### config.mk
export PLATFORM = sky130hd
export DESIGN_NAME = uart_rx_os16
export DESIGN_NICKNAME = d
export VERILOG_FILES = /design/src/rtl/uart_rx_os16.sv
export SDC_FILE = /design/constraint.sdc
export NUM_CORES = 1
export LEC_CHECK = 0
export ABC_AREA = 1
export BUFFER_PORTS_ARGS = -buffer_cell sky130_fd_sc_hd__buf_4
export CAP_MARGIN = 20
export CORE_MARGIN = 5
export CORE_UTILIZATION = 35
export DETAILED_ROUTE_END_ITERATION = 6
export SYNTH_ARGS = -nofsm -noshare
export SYNTH_HDL_FRONTEND = slang
export SYNTH_SLANG_ARGS = --single-unit
### constraint.sdc
create_clock -name sys_clk -period 1.9 [get_ports sys_clk]
set_input_delay 0.19 -clock sys_clk [delete_from_list [all_inputs] [get_ports sys_clk]]
set_output_delay 0.19 -clock sys_clk [all_outputs]
set_load 0.01 [all_outputs]
### src/rtl/uart_rx_os16.sv
// 16x-oversampling UART receiver on the system clock: two-flop synchronizer,
// 3-sample majority vote per bit, optional parity, framing error and break handling.
module uart_rx_os16 #(
   parameter int CLK_FREQ   = 50000000,
   parameter int BAUD       = 115200,
   parameter bit PARITY_EN  = 1'b0,
   parameter bit PARITY_ODD = 1'b0
) (
   input  logic       sys_clk,
   input  logic       sys_reset,
   input  logic       uart_rx,
   output logic [7:0] o_receive_data,
   output logic       o_receive_data_en,
   output logic       o_parity_err,
   output logic       o_frame_err,
   output logic       o_busy
);

   localparam int DIV = CLK_FREQ / (BAUD * 16);
   localparam int TW  = (DIV > 1) ? $clog2(DIV) : 1;
   localparam logic [TW-1:0] TICK_LAST = TW'(DIV - 1);

   typedef enum logic [2:0] {
      ST_IDLE   = 3'd0,
      ST_START  = 3'd1,
      ST_DATA   = 3'd2,
      ST_PARITY = 3'd3,
      ST_STOP   = 3'd4,
      ST_BREAK  = 3'd5
   } state_t;

   function automatic logic maj3(input logic a, input logic b, input logic c);
      return (a & b) | (a & c) | (b & c);
   endfunction

   function automatic logic parity8(input logic [7:0] d);
      return ^d;
   endfunction

   state_t          state_r;
   state_t          state_nx_s;
   logic            rx_meta_r;
   logic            rx_sync_r;
   logic            rx_prev_r;
   logic [1:0]      sync_vld_r;
   logic            armed_r;
   logic [TW-1:0]   tick_cnt_r;
   logic [3:0]      sub_r;
   logic [2:0]      bit_idx_r;
   logic            s7_r;
   logic            s8_r;
   logic [7:0]      shift_r;
   logic            par_bit_r;

   logic            tick_s;
   logic            vote_s;
   logic            vote_tick_s;
   logic            bit_end_s;
   logic            fall_s;
   logic            accept_s;
   logic            ferr_s;

   assign tick_s      = (tick_cnt_r == TICK_LAST);
   assign vote_s      = maj3(s7_r, s8_r, rx_sync_r);
   assign vote_tick_s = tick_s && (sub_r == 4'd9);
   assign bit_end_s   = tick_s && (sub_r == 4'd15);
   // A line found low after reset is only a start once it has been seen high first.
   assign fall_s      = armed_r && rx_prev_r && !rx_sync_r;

   // Synchronizer, edge history and post-reset arming of start detection.
   always_ff @(posedge sys_clk or posedge sys_reset) begin
      if (sys_reset) begin
         rx_meta_r  <= 1'b1;
         rx_sync_r  <= 1'b1;
         rx_prev_r  <= 1'b1;
         sync_vld_r <= 2'b00;
         armed_r    <= 1'b0;
      end else begin
         rx_meta_r  <= uart_rx;
         rx_sync_r  <= rx_meta_r;
         rx_prev_r  <= rx_sync_r;
         sync_vld_r <= {sync_vld_r[0], 1'b1};
         armed_r    <= armed_r | (sync_vld_r[1] & rx_sync_r);
      end
   end

   // FSM state register.
   always_ff @(posedge sys_clk or posedge sys_reset) begin
      if (sys_reset) begin
         state_r <= ST_IDLE;
      end else begin
         state_r <= state_nx_s;
      end
   end

   // Next-state decode and frame completion strobes.
   always_comb begin
      state_nx_s = state_r;
      accept_s   = 1'b0;
      ferr_s     = 1'b0;
      case (state_r)
         ST_IDLE: begin
            if (fall_s) begin
               state_nx_s = ST_START;
            end else begin
               state_nx_s = ST_IDLE;
            end
         end
         ST_START: begin
            if (vote_tick_s && vote_s) begin
               state_nx_s = ST_IDLE;
            end else if (bit_end_s) begin
               state_nx_s = ST_DATA;
            end else begin
               state_nx_s = ST_START;
            end
         end
         ST_DATA: begin
            if (bit_end_s && (bit_idx_r == 3'd7)) begin
               state_nx_s = PARITY_EN ? ST_PARITY : ST_STOP;
            end else begin
               state_nx_s = ST_DATA;
            end
         end
         ST_PARITY: begin
            if (bit_end_s) begin
               state_nx_s = ST_STOP;
            end else begin
               state_nx_s = ST_PARITY;
            end
         end
         ST_STOP: begin
            // Decided mid stop bit so a sender's next start edge is not missed.
            if (vote_tick_s) begin
               if (vote_s) begin
                  accept_s   = 1'b1;
                  state_nx_s = ST_IDLE;
               end else begin
                  ferr_s     = 1'b1;
                  state_nx_s = ST_BREAK;
               end
            end else begin
               state_nx_s = ST_STOP;
            end
         end
         ST_BREAK: begin
            if (rx_sync_r) begin
               state_nx_s = ST_IDLE;
            end else begin
               state_nx_s = ST_BREAK;
            end
         end
         default: begin
            state_nx_s = ST_IDLE;
         end
      endcase
   end

   // Oversample divider, sub-bit phase and data bit index; all held at zero in IDLE.
   always_ff @(posedge sys_clk or posedge sys_reset) begin
      if (sys_reset) begin
         tick_cnt_r <= '0;
         sub_r      <= 4'd0;
         bit_idx_r  <= 3'd0;
      end else if (state_r == ST_IDLE) begin
         tick_cnt_r <= '0;
         sub_r      <= 4'd0;
         bit_idx_r  <= 3'd0;
      end else begin
         if (tick_s) begin
            tick_cnt_r <= '0;
            sub_r      <= sub_r + 4'd1;
         end else begin
            tick_cnt_r <= tick_cnt_r + 1'b1;
         end
         if ((state_r == ST_DATA) && bit_end_s) begin
            bit_idx_r <= bit_idx_r + 3'd1;
         end
      end
   end

   // Mid-bit samples, data shift register and received parity bit.
   always_ff @(posedge sys_clk or posedge sys_reset) begin
      if (sys_reset) begin
         s7_r      <= 1'b0;
         s8_r      <= 1'b0;
         shift_r   <= 8'h00;
         par_bit_r <= 1'b0;
      end else begin
         if (tick_s && (sub_r == 4'd7)) begin
            s7_r <= rx_sync_r;
         end
         if (tick_s && (sub_r == 4'd8)) begin
            s8_r <= rx_sync_r;
         end
         if (vote_tick_s && (state_r == ST_DATA)) begin
            shift_r <= {vote_s, shift_r[7:1]};
         end
         if (vote_tick_s && (state_r == ST_PARITY)) begin
            par_bit_r <= vote_s;
         end
      end
   end

   // Registered outputs: one-cycle strobes, held data and busy flag.
   always_ff @(posedge sys_clk or posedge sys_reset) begin
      if (sys_reset) begin
         o_receive_data    <= 8'h00;
         o_receive_data_en <= 1'b0;
         o_parity_err      <= 1'b0;
         o_frame_err       <= 1'b0;
         o_busy            <= 1'b0;
      end else begin
         o_receive_data_en <= accept_s;
         o_frame_err       <= ferr_s;
         o_busy            <= (state_nx_s != ST_IDLE);
         if (accept_s) begin
            o_receive_data <= shift_r;
            o_parity_err   <= PARITY_EN & (par_bit_r ^ parity8(shift_r) ^ PARITY_ODD);
         end else begin
            o_parity_err   <= 1'b0;
         end
      end
   end

endmodule
==> run summary, run 1 <==
status - completed
RR Startpoint - tick_cnt_r[0]$_DFF_PP0_
r2r setup slk - 0.29 ns
post-cts resize count - 0
Max Clock Freq - 623 MHz
vias in the first global route - 1342
final net count - 229
synthesized area - 1880 um2
placeable core area - 5170 um2
Net Count, Synth - 209
CTS max path bufs - 2
antenna cells - 0
Via Count - 1304
H-tree depth - 2
Worst Hold Class - primary input to async pin
Synth async-reset ratio - 100%
setup TNS - 0 ns
DP HPWL - 2240 um
most frequent cells after synthesis - dfrtp_1 (39), nand2_1 (38), inv_1 (29)
CTS sink cnt - 42
GRT overflow - 0
count leader, synth - dfrtp_1
post-layout util - 41.5%
Layout area overhead - 14.2%
fin. max-slew vios - 0
Tcrit/Tclk final - 84.5%
CTS root buf - clkbuf_8
Final Skew - 0.00608 ns
Worst R2R Path Depth - 9
I/O pin count - 15
P_leak - 0.00104 uW
layout cells sized above 1 - 18.2%
Syn Area/Cell - 9.46 um2
worst-margin pin slew - 0.527 ns
pwr/cell area - 835 nW/um2
CP Data Arrival Time - 1.79 ns
Iter 0 DRT Violations - 41
RSZ-0062 raised after global routing - no
fillers - 507
Port Buffer Count - 13
clk_lat worst skew - 0.29 ns
GRT Resource Usage Total - 10.4%
normalized max-slew margin - 64.9%
Top delay family on crit path - simple AND/OR/NAND/NOR gates
Die X - 83.3 um
number of synthesized register bits - 42
CP Launch Type - flop
Worst VDD drop - 0.420 mV
Final ANT Viol Nets - 0
CTS tree - built
Synth area leaders - dfrtp_1 (52%), nand2_1 (7.6%), inv_1 (5.8%)
final hold vios - 0
Main synth FF type - dfrtp_1
largest net degree at the start of global routing - 43
yosys warns - 0
CP max stage delay - 0.41 ns
first-pass GRT wire length - 5840 um
crit-path cells - inv_1 -> ha_1 -> nand2_1 -> nor2_4 -> nand2_1 -> nor2_2 -> inv_1 -> nor2_1 -> nor2_1
maxcap violations - 0
via density per instance - 4.50
post-synthesis sequential area ratio - 56.1%
critical path type - flop to flop
clk slew on worst S/H paths - 0.08 ns
final WL - 3130 um
worst-path maximum fanout - 10
GPL Wtd Cong - 0.776
Post-synth EDFFs - 0
die height - 83.3 um
row cnt - 26
Crit. End Element - flop
Post-route DRC - 0
CP bufs+invs - 2
Post-Synthesis Cells - 199
final setup fails - 0
Worst EP required - 2.08 ns
R2R Path End - bit_idx_r[1]$_DFFE_PP0P_
Final Critical Period - 1.61 ns
post-DR wirelength/cell - 10.8 um
starting density of the core - 36.4%
die area - 6940 um2
CTS Buf Count - 5
initial antenna violation count - 0
Yosys cell types - 26
critical path's slowest cell - dfrtp_1
area leader, netlist - dfrtp_1
setup bufs post-CTS - 0
post-synth top area share - 51.9%
DRT Pass-1 Iters - 4
[worst reg2reg max path, stage by stage, from the launching register on]
cell     delay (ns)
dfrtp_1        0.41
inv_1          0.07
ha_1           0.17
nand2_1        0.09
nor2_4         0.22
nand2_1        0.14
nor2_2         0.18
inv_1          0.08
nor2_1         0.09
nor2_1         0.05
[placed cells by master, fill, tap and decap left out, drive strengths merged]
cell	n
nor2	19
a31oi	1
ha	7
conb	2
nand4	5
a21oi	5
dfstp	3
xor2	1
clkbuf	6
a21o	1
buf	15
dfrtp	39
o21ai	23
o21a	1
nand2	38
xnor2	1
nor3	3
clkinv	2
dlygate4sd3	1
nand3	17
inv	30
[power by group]
| group | internal (uW) | switching, uW | total, uW |
|---|---|---|---|
| clock | 259 | 294 | 553 |
| sequential | 962 | 57.9 | 1020 |
| combinational | 88.7 | 132 | 221 |
[layout make-up]
cell class	count	area [um2]	area share, %
multi-input combinational	124	684	31.9
timing repair buffer	16	123	5.71
sequential	42	1050	49.1
tap	70	87.6	4.08
inverter	30	113	5.24
clock inverter	2	13.8	0.641
clock buffer	6	72.6	3.38
[sequential cells by signal, summed over array words and instances, names as in the netlist, 2 cells and up]
name and cells:
bit_idx_r 3, o_receive_data 8, shift_r 8, state_r 3, sub_r 4, sync_vld_r 2
tick_cnt_r 5
[how the worst max path moves through the flow]
stage                     depth (start not counted)                    start                            end
after floorplan                                   8  tick_cnt_r[0]$_DFF_PP0_  o_receive_data[7]$_DFFE_PP0P_
after global placement                            9  tick_cnt_r[0]$_DFF_PP0_       bit_idx_r[1]$_DFFE_PP0P_
after detailed placement                          5     sub_r[1]$_DFFE_PP0P_         shift_r[4]$_DFFE_PP0P_
after CTS                                         5     sub_r[1]$_DFFE_PP0P_         shift_r[4]$_DFFE_PP0P_
after global routing                              5     sub_r[1]$_DFFE_PP0P_         shift_r[4]$_DFFE_PP0P_
final                                             9  tick_cnt_r[0]$_DFF_PP0_       bit_idx_r[1]$_DFFE_PP0P_
[layer usage]
layer	vias up	wire, um	GRT usage (%)	share of wire, %
met2	21	1460	17.0	47
li1	667	-	-	-
met4	0	48	4.46	1.5
met1	610	1490	12.4	48
met5	-	0	0	0
met3	6	125	3.37	4.0
[what timing repair did]
action	in CTS	in global routing
setup endpoints to repair	0	0
hold endpoints to repair	1	0
hold buffers	1	0
[stage by stage]
| stage | setup slack [ns] | hold WS (ns) | instance area (um2) | total power, uW | std cells |
|---|---|---|---|---|---|
| finish | 0.294 | 0.0192 | 2150 | 1790 | 290 |
| global route | 0.0699 | 0.0819 | 2150 | 1930 | 290 |
| CTS | 0.251 | 0.0455 | 2150 | 1840 | 290 |
| detailed placement | 0.274 | 0.300 | 2050 | 1270 | 281 |
| global placement | 0.293 | 0.299 | 2050 | 1260 | 281 |
| floorplan | 0.387 | 0.194 | 1880 | 1210 | 199 |
[logic make-up (layout without fill, tap and decap cells)]
| group | Yosys count | count (layout) | share of synthesized area [%] |
|---|---|---|---|
| XOR/XNOR | 2 | 2 | 0.931 |
| flip-flops | 42 | 42 | 56.1 |
| AO/OA/AOI/OAI | 31 | 31 | 10.2 |
| buffers and inverters | 33 | 54 | 7.58 |
| AND/OR/NAND/NOR | 82 | 82 | 20.2 |
| other | 2 | 2 | 0.399 |
| adder cells (fa/ha/maj) | 7 | 7 | 4.65 |
Power figures use the tool's default switching activity.
==> run 2, diff against run 1 <==
--- a/config.mk
+++ b/config.mk
@@ -5,7 +5,7 @@
 export SDC_FILE = /design/constraint.sdc
 export NUM_CORES = 1
 export LEC_CHECK = 0
-export ABC_AREA = 1
+export ABC_AREA = 0
 export BUFFER_PORTS_ARGS = -buffer_cell sky130_fd_sc_hd__buf_4
 export CAP_MARGIN = 20
 export CORE_MARGIN = 5
==> constraint.sdc (replaced) <==
create_clock -name sys_clk -period 1.36 [get_ports sys_clk]
set_input_delay 0.136 -clock sys_clk [delete_from_list [all_inputs] [get_ports sys_clk]]
set_output_delay 0.136 -clock sys_clk [all_outputs]
set_load 0.01 [all_outputs]
==> run 2 against run 1 <==
  * The flow now finishes with violations (negative setup slack)
  * Sequential share of layout area fell by 11 points
  * Worst setup slack got worse by 0.77 ns
  * Power rose by 56%
  * Combinational power rose to 2.8 times the previous value
  * Largest cell class unchanged
==> run summary, run 2 <==
CP max stage delay - 0.43 ns (was 0.41 ns)
Crit. End Element - flop (unchanged)
CTS tree - built (unchanged)
Top delay family on crit path - simple AND/OR/NAND/NOR gates (unchanged)
Tcrit/Tclk final - 135% (was 84.5%)
die height - 84.0 um (was 83.3 um)
count leader, synth - dfrtp_1 (unchanged)
synthesized area - 1910 um2 (was 1880 um2)
antenna cells - 0 (unchanged)
final hold vios - 0 (unchanged)
Final Non-Filler Cells - 284 (was 290)
yosys warns - 0 (unchanged)
Post-Place Cells - 269 (was 281)
Die X - 84.0 um (was 83.3 um)
Worst VDD drop - 0.722 mV (was 0.420 mV)
leading registers by flop count - o_receive_data x8, shift_r x8, tick_cnt_r x5 (unchanged)
Post-route DRC - 0 (unchanged)
final WL - 4180 um (was 3130 um)
final setup margin - -0.478 ns (was 0.294 ns)
vias in the first global route - 1356 (was 1342)
Post-synth EDFFs - 0 (unchanged)
row cnt - 27 (was 26)
Yosys cell types - 44 (was 26)
combinational power share - 22.2% (was 12.3%)
CP bufs+invs - 1 (was 2)
CTS Buf Count - 5 (unchanged)
Worst EP required - 1.54 ns (was 2.08 ns)
r2r setup slk - -0.48 ns (was 0.29 ns)
status - complete, but fails checks (was completed)
starting density of the core - 35.4% (was 36.4%)
worst-path maximum fanout - 8 (was 10)
final net count - 221 (was 229)
DP HPWL - 3020 um (was 2240 um)
RSZ-0062 raised after global routing - yes (was no)
I/O pin count - 15 (unchanged)
maxcap violations - 0 (unchanged)
P_leak - 0.00136 uW (was 0.00104 uW)
RR Startpoint - tick_cnt_r[0]$_DFF_PP0_ (unchanged)
Int Power - 2040 uW (was 1310 uW)
largest net degree at the start of global routing - 20 (was 43)
clk slew on worst S/H paths - 0.08 ns (about the same)
DRT Pass-1 Iters - 4 (unchanged)
Min-Delay Endpoint - sync_vld_r[1]$_DFF_PP0_
worst hold path depth - 0
NetSw - 761 uW (was 484 uW)
Net Sw Frac - 27.2% (was 27.0%)
final setup fails - 36 (was 0)
post-synth top area share - 51.0% (was 51.9%)
die area - 7050 um2 (was 6940 um2)
H-tree depth - 2 (unchanged)
Net Count, Synth - 160 (was 209)
CP Data Arrival Time - 2.02 ns (was 1.79 ns)
Layout area overhead - 44.3% (was 14.2%)
Main synth FF type - dfrtp_1 (unchanged)
Synth area leaders - dfrtp_1 (51%), mux2_2 (6.5%), mux2_4 (6.3%) (was dfrtp_1 (52%), nand2_1 (7.6%), inv_1 (5.8%))
area leader, netlist - dfrtp_1 (unchanged)
commonest non-fill, non-tap cell in the layout - buf_4 (was dfrtp_1)
R2R Path End - shift_r[0]$_DFFE_PP0P_ (was bit_idx_r[1]$_DFFE_PP0P_)
Final Critical Period - 1.84 ns (was 1.61 ns)
failing checks - negative setup slack
GRT Resource Usage Total - 11.5% (was 10.4%)
number of synthesized register bits - 42 (unchanged)
Synth async-reset ratio - 100% (unchanged)
fin. max-slew vios - 0 (unchanged)
hold_sp - sync_vld_r[0]$_DFF_PP0_
layout cells sized above 1 - 55.2% (was 18.2%)
Worst R2R Path Depth - 6 (was 9)
sequential share of power - 49.7% (was 56.8%)
Iter 0 DRT Violations - 28 (was 41)
CP Launch Type - flop (unchanged)
via density per instance - 4.71 (was 4.50)
pwr/cell area - 1010 nW/um2 (was 835 nW/um2)
critical path's slowest cell - or3_4 (was dfrtp_1)
clk_lat worst skew - 0.29 ns (about the same)
post-DR wirelength/cell - 14.7 um (was 10.8 um)
CTS sink cnt - 42 (unchanged)
Worst Hold Class - flop to flop (was primary input to async pin)
Port Buffer Count - 13 (unchanged)
Post-Synthesis Cells - 150 (was 199)
Design Power - 2800 uW (was 1790 uW)
placeable core area - 5410 um2 (was 5170 um2)
crit-path cells - inv_1 -> ha_2 -> and4b_2 -> nand3_4 -> or3_4 -> mux2_4 (was inv_1 -> ha_1 -> nand2_1 -> nor2_4 -> nand2_1 -> nor2_2 -> inv_1 -> nor2_1 -> nor2_1)
first-pass GRT wire length - 6480 um (was 5840 um)
GPL Wtd Cong - 0.839 (was 0.776)
power share of the clock group - 28.1% (was 30.8%)
Syn Area/Cell - 12.8 um2 (was 9.46 um2)
post-synthesis sequential area ratio - 55.1% (was 56.1%)
CTS root buf - clkbuf_8 (unchanged)
Final Skew - 0.00812 ns (was 0.00608 ns)
Final ANT Viol Nets - 0 (unchanged)
most frequent cells after synthesis - dfrtp_1 (39), mux2_2 (11), nand2_1 (10) (was dfrtp_1 (39), nand2_1 (38), inv_1 (29))
initial antenna violation count - 0 (unchanged)
commonest non-fill, non-tap cells in the layout - buf_4 (49), dfrtp_1 (39), mux2_4 (19) (was dfrtp_1 (39), nand2_1 (38), inv_1 (29))
critical path type - flop to flop (unchanged)
GRT overflow - 0 (unchanged)
CTS max path bufs - 2 (unchanged)
Via Count - 1339 (was 1304)
Max Clock Freq - 544 MHz (was 623 MHz)
fillers - 472 (was 507)
==> run 2: cell count changes in the layout (fill, tap and decap cells not counted), moves of 7 or more <==
cell,before,now
nand3_1,16,3
o21ai_2,8,0
buf_6,0,7
nor2_1,16,5
buf_4,15,49
mux2_4,0,19
o21ai_0,15,0
inv_1,29,4
nand2_1,38,7
==> run 2: worst max-delay path by stage <==
stage	startpoint	endpoint	depth (start not counted)
after detailed placement	sub_r[1]$_DFFE_PP0P_	shift_r[2]$_DFFE_PP0P_	7
after global placement	sub_r[1]$_DFFE_PP0P_	shift_r[5]$_DFFE_PP0P_	7
after floorplan	tick_cnt_r[0]$_DFF_PP0_	shift_r[0]$_DFFE_PP0P_	8
after CTS	tick_cnt_r[0]$_DFF_PP0_	shift_r[1]$_DFFE_PP0P_	7
final	tick_cnt_r[0]$_DFF_PP0_	shift_r[0]$_DFFE_PP0P_	6
after global routing	tick_cnt_r[0]$_DFF_PP0_	shift_r[2]$_DFFE_PP0P_	6
==> run 2: layout make-up <==
type                            instances  area (um2)  share of cell area (%)
Inverter                                4        15.0                   0.543
Tap cell                               72        90.1                    3.26
Clock buffer                            6        72.6                    2.63
Sequential cell                        42        1050                    38.2
Multi-Input combinational cell         98        1010                    36.5
Timing Repair Buffer                   60         507                    18.3
Clock inverter                          2        13.8                   0.498
==> run 2: per-layer routing <==
| metal | vias up | part of all wire [%] | global-route usage, % |
|---|---|---|---|
| met5 | - | 0 | 0 |
| met4 | 0 | 0.96 | 3.95 |
| met3 | 5 | 3.9 | 3.55 |
| met2 | 22 | 52 | 19.7 |
| met1 | 669 | 43 | 13.7 |
| li1 | 643 | - | - |
==> run 2: logic make-up after synthesis <==
logic type                 count (synthesis)  share of synthesized area, %
and+or+nand+nor                           48                          15.2
DFF                                       42                          55.1
muxes                                     19                          12.7
AOI/OAI and AO/OA                         16                          6.27
buffers and inverters                     10                          2.88
adders and majority gates                  8                          5.10
xor gates and xnor gates                   5                          2.29
other                                      2                         0.392
==> run 2: what timing repair did <==
item                       4_1_cts  5_1_grt
hold endpoints to repair        11        0
pin swaps                        6       13
setup endpoints to repair       34       36
buffers inserted                 2        4
gates resized for setup         17       31
hold buffers                     2        0
==> run 2: power by group through the flow <==
| stage | Sequential, uW | Clock [uW] | Combinational [uW] |
|---|---|---|---|
| floorplan | 1430 | 0 | 227 |
| global placement | 1410 | 0 | 462 |
| detailed placement | 1410 | 0 | 494 |
| CTS | 1390 | 808 | 522 |
| global route | 1400 | 869 | 680 |
| finish | 1390 | 787 | 620 |
==> run 2: through the flow <==
step                      util, %  setup slack, ns  hold WS [ns]  setup TNS, ns  instance area, um2
after floorplan                 -           -0.504         0.140         -10.05                1950
after global placement       44.7           -0.495         0.176         -10.05                2420
after detailed placement     44.7           -0.539         0.180         -11.49                2420
after CTS                    48.5           -0.492         0.360         -10.14                2620
after global routing         51.1           -0.537         0.364         -11.92                2760
final                        51.1           -0.478         0.356          -9.91                2760
==> run 3, diff against run 2 <==
--- a/config.mk
+++ b/config.mk
@@ -9,8 +9,9 @@
 export BUFFER_PORTS_ARGS = -buffer_cell sky130_fd_sc_hd__buf_4
 export CAP_MARGIN = 20
 export CORE_MARGIN = 5
-export CORE_UTILIZATION = 35
+export CORE_UTILIZATION = 30
 export DETAILED_ROUTE_END_ITERATION = 6
+export SKIP_CTS_REPAIR_TIMING = 1
 export SYNTH_ARGS = -nofsm -noshare
 export SYNTH_HDL_FRONTEND = slang
 export SYNTH_SLANG_ARGS = --single-unit
==> run 3 against run 2 <==
  * The flow still finishes with violations (negative setup slack)
  * First-iteration DRC count is 3.6% lower
  * Wire length down 11%
  * Utilization down 8.3 points
  * Via count shrank 2.2%
  * Critical path depth is 1 higher
  * Critical path type unchanged
==> run summary, run 3 (synthesis results as in run 2) <==
status - complete, but fails checks (unchanged)
failing checks - negative setup slack (unchanged)
RSZ-0062 raised after global routing - yes (unchanged)
CTS Buf Count - 5 (unchanged)
global routing usage on met2 - 14.1% (was 19.7%)
Die X - 89.9 um (was 84.0 um)
clk slew on worst S/H paths - 0.08 ns (about the same)
Port Buffer Count - 13 (unchanged)
first-pass GRT wire length - 6140 um (was 6480 um)
Final Skew - 0.00793 ns (was 0.00812 ns)
GRT overflow - 0 (unchanged)
die height - 89.9 um (was 84.0 um)
H-tree depth - 2 (unchanged)
Final Non-Filler Cells - 286 (was 284)
CP max stage delay - 0.38 ns (was 0.43 ns)
worst-path maximum fanout - 8 (unchanged)
DP HPWL - 2510 um (was 3020 um)
Design Power - 2800 uW (about the same)
row cnt - 29 (was 27)
normalized max-slew margin - 62.6%
Post-route DRC - 0 (unchanged)
P_leak - 0.00132 uW (was 0.00136 uW)
DRT Pass-1 Iters - 4 (unchanged)
final net count - 218 (was 221)
initial antenna violation count - 0 (unchanged)
largest net degree at the start of global routing - 43 (was 20)
final hold vios - 0 (unchanged)
clk_lat worst skew - 0.29 ns (about the same)
combinational power share - 22.1% (was 22.2%)
critical path's slowest cell - dfrtp_1 (was or3_4)
GRT Resource Usage Total - 9.04% (was 11.5%)
Final ANT Viol Nets - 0 (unchanged)
Max Clock Freq - 530 MHz (was 544 MHz)
critical path type - flop to flop (unchanged)
maxcap violations - 0 (unchanged)
Final Critical Period - 1.89 ns (was 1.84 ns)
hold slack final - 0.355 ns (was 0.356 ns)
via density per instance - 4.58 (was 4.71)
Via Count - 1310 (was 1339)
CTS tree - built (unchanged)
leading registers by flop count - o_receive_data x8, shift_r x8, tick_cnt_r x5 (unchanged)
Iter 0 DRT Violations - 27 (was 28)
Tcrit/Tclk final - 139% (was 135%)
post-DR wirelength/cell - 13.0 um (was 14.7 um)
pwr/cell area - 1040 nW/um2 (was 1010 nW/um2)
I/O pin count - 15 (unchanged)
fin. max-slew vios - 0 (unchanged)
vias in the first global route - 1337 (was 1356)
Worst Hold Class - flop to flop (unchanged)
final setup fails - 34 (was 36)
post-layout util - 42.8% (was 51.1%)
Net Sw Frac - 27.7% (was 27.2%)
Post-Place Cells - 273 (was 269)
antenna cells - 0 (unchanged)
commonest non-fill, non-tap cells in the layout - buf_4 (51), dfrtp_1 (39), mux2_4 (17) (was buf_4 (49), dfrtp_1 (39), mux2_4 (19))
CP Data Arrival Time - 2.07 ns (was 2.02 ns)
worst-margin pin slew - 0.559 ns
placeable core area - 6280 um2 (was 5410 um2)
Worst EP required - 1.54 ns (about the same)
layout cells sized above 1 - 53.6% (was 55.2%)
NetSw - 775 uW (was 761 uW)
crit-path cells - inv_1 -> ha_2 -> and4b_2 -> nand3_4 -> or3_4 -> buf_8 -> mux2_4 (was inv_1 -> ha_2 -> and4b_2 -> nand3_4 -> or3_4 -> mux2_4)
sequential share of power - 49.6% (was 49.7%)
Int Power - 2030 uW (was 2040 uW)
grt peak-use layer - met2 (unchanged)
CP Launch Type - flop (unchanged)
Worst VDD drop - 0.750 mV (was 0.722 mV)
met1 usage - 12.0% (was 13.7%)
final WL - 3730 um (was 4180 um)
power share of the clock group - 28.3% (was 28.1%)
finished layout cell area - 2690 um2 (was 2760 um2)
GPL Wtd Cong - 0.838 (was 0.839)
CTS root buf - clkbuf_8 (unchanged)
CTS sink cnt - 42 (unchanged)
starting density of the core - 30.5% (was 35.4%)
Crit. End Element - flop (unchanged)
Area after DPL - 2420 um2 (about the same)
commonest non-fill, non-tap cell in the layout - buf_4 (unchanged)
grt met3 use - 2.34% (was 3.55%)
die area - 8080 um2 (was 7050 um2)
fillers - 589 (was 472)
CTS max path bufs - 2 (unchanged)
final setup margin - -0.527 ns (was -0.478 ns)
Layout area overhead - 40.4% (was 44.3%)
run 3: cell types whose count changed in the layout (fill, tap and decap cells not counted), moves of 2 or more:
cell and delta:
mux2_2 +2, buf_4 +2, buf_6 -6, mux2_4 -2, nor2_2 -2
run 3: path summary, 6_finish.rpt:
check,from,to,slack (ns),cells past startpoint
worst max-delay path,tick_cnt_r[0]$_DFF_PP0_,shift_r[5]$_DFFE_PP0P_,-0.53,7
worst min-delay path,sync_vld_r[0]$_DFF_PP0_,sync_vld_r[1]$_DFF_PP0_,0.35,0
worst max register to register,tick_cnt_r[0]$_DFF_PP0_,shift_r[5]$_DFFE_PP0P_,-0.53,7
worst min register to register,sync_vld_r[0]$_DFF_PP0_,sync_vld_r[1]$_DFF_PP0_,0.35,0
max in group asynchronous,sys_reset,rx_sync_r$_DFF_PP1_,0.64,4
min in group asynchronous,sys_reset,shift_r[5]$_DFFE_PP0P_,0.46,4
run 3: power by group through the flow:
stage | clock, uW | combinational [uW] | sequential, uW
finish | 792 | 620 | 1390
global route | 881 | 691 | 1400
CTS | 822 | 494 | 1390
detailed placement | 0 | 489 | 1410
global placement | 0 | 474 | 1410
floorplan | 0 | 227 | 1430
run 3: stage by stage:
step	worst slack (ns)	TNS, ns
global route	-0.603	-13.77
detailed placement	-0.525	-11.01
CTS	-0.556	-11.91
finish	-0.527	-10.80
global placement	-0.484	-10.14
floorplan	-0.504	-10.05
run 3: per-layer routing:
| metal | vias up | part of all wire [%] |
|---|---|---|
| met5 | - | 0 |
| met4 | 0 | 1.7 |
| met1 | 650 | 46 |
| met3 | 7 | 2.7 |
| met2 | 11 | 49 |
| li1 | 642 | - |
run 3: worst max-delay path: cells and delay by family, from the launching register on:
kind                     cells  cell delay, ns
adder cells (fa/ha/maj)      1            0.17
flip-flops                   1            0.38
AND/OR/NAND/NOR              3            0.71
buffers and inverters        2            0.22
multiplexers                 1            0.30
run 3: layout make-up:
type / instances / area (um2) / area share [%]
flip-flops and latches: 42 / 1050 / 39.2
inverters: 4 / 15.0 / 0.559
multi-input cells: 98 / 966 / 35.9
repair buffers: 57 / 469 / 17.5
well taps: 77 / 96.3 / 3.58
clock inverters: 2 / 13.8 / 0.512
clock buffers: 6 / 72.6 / 2.70
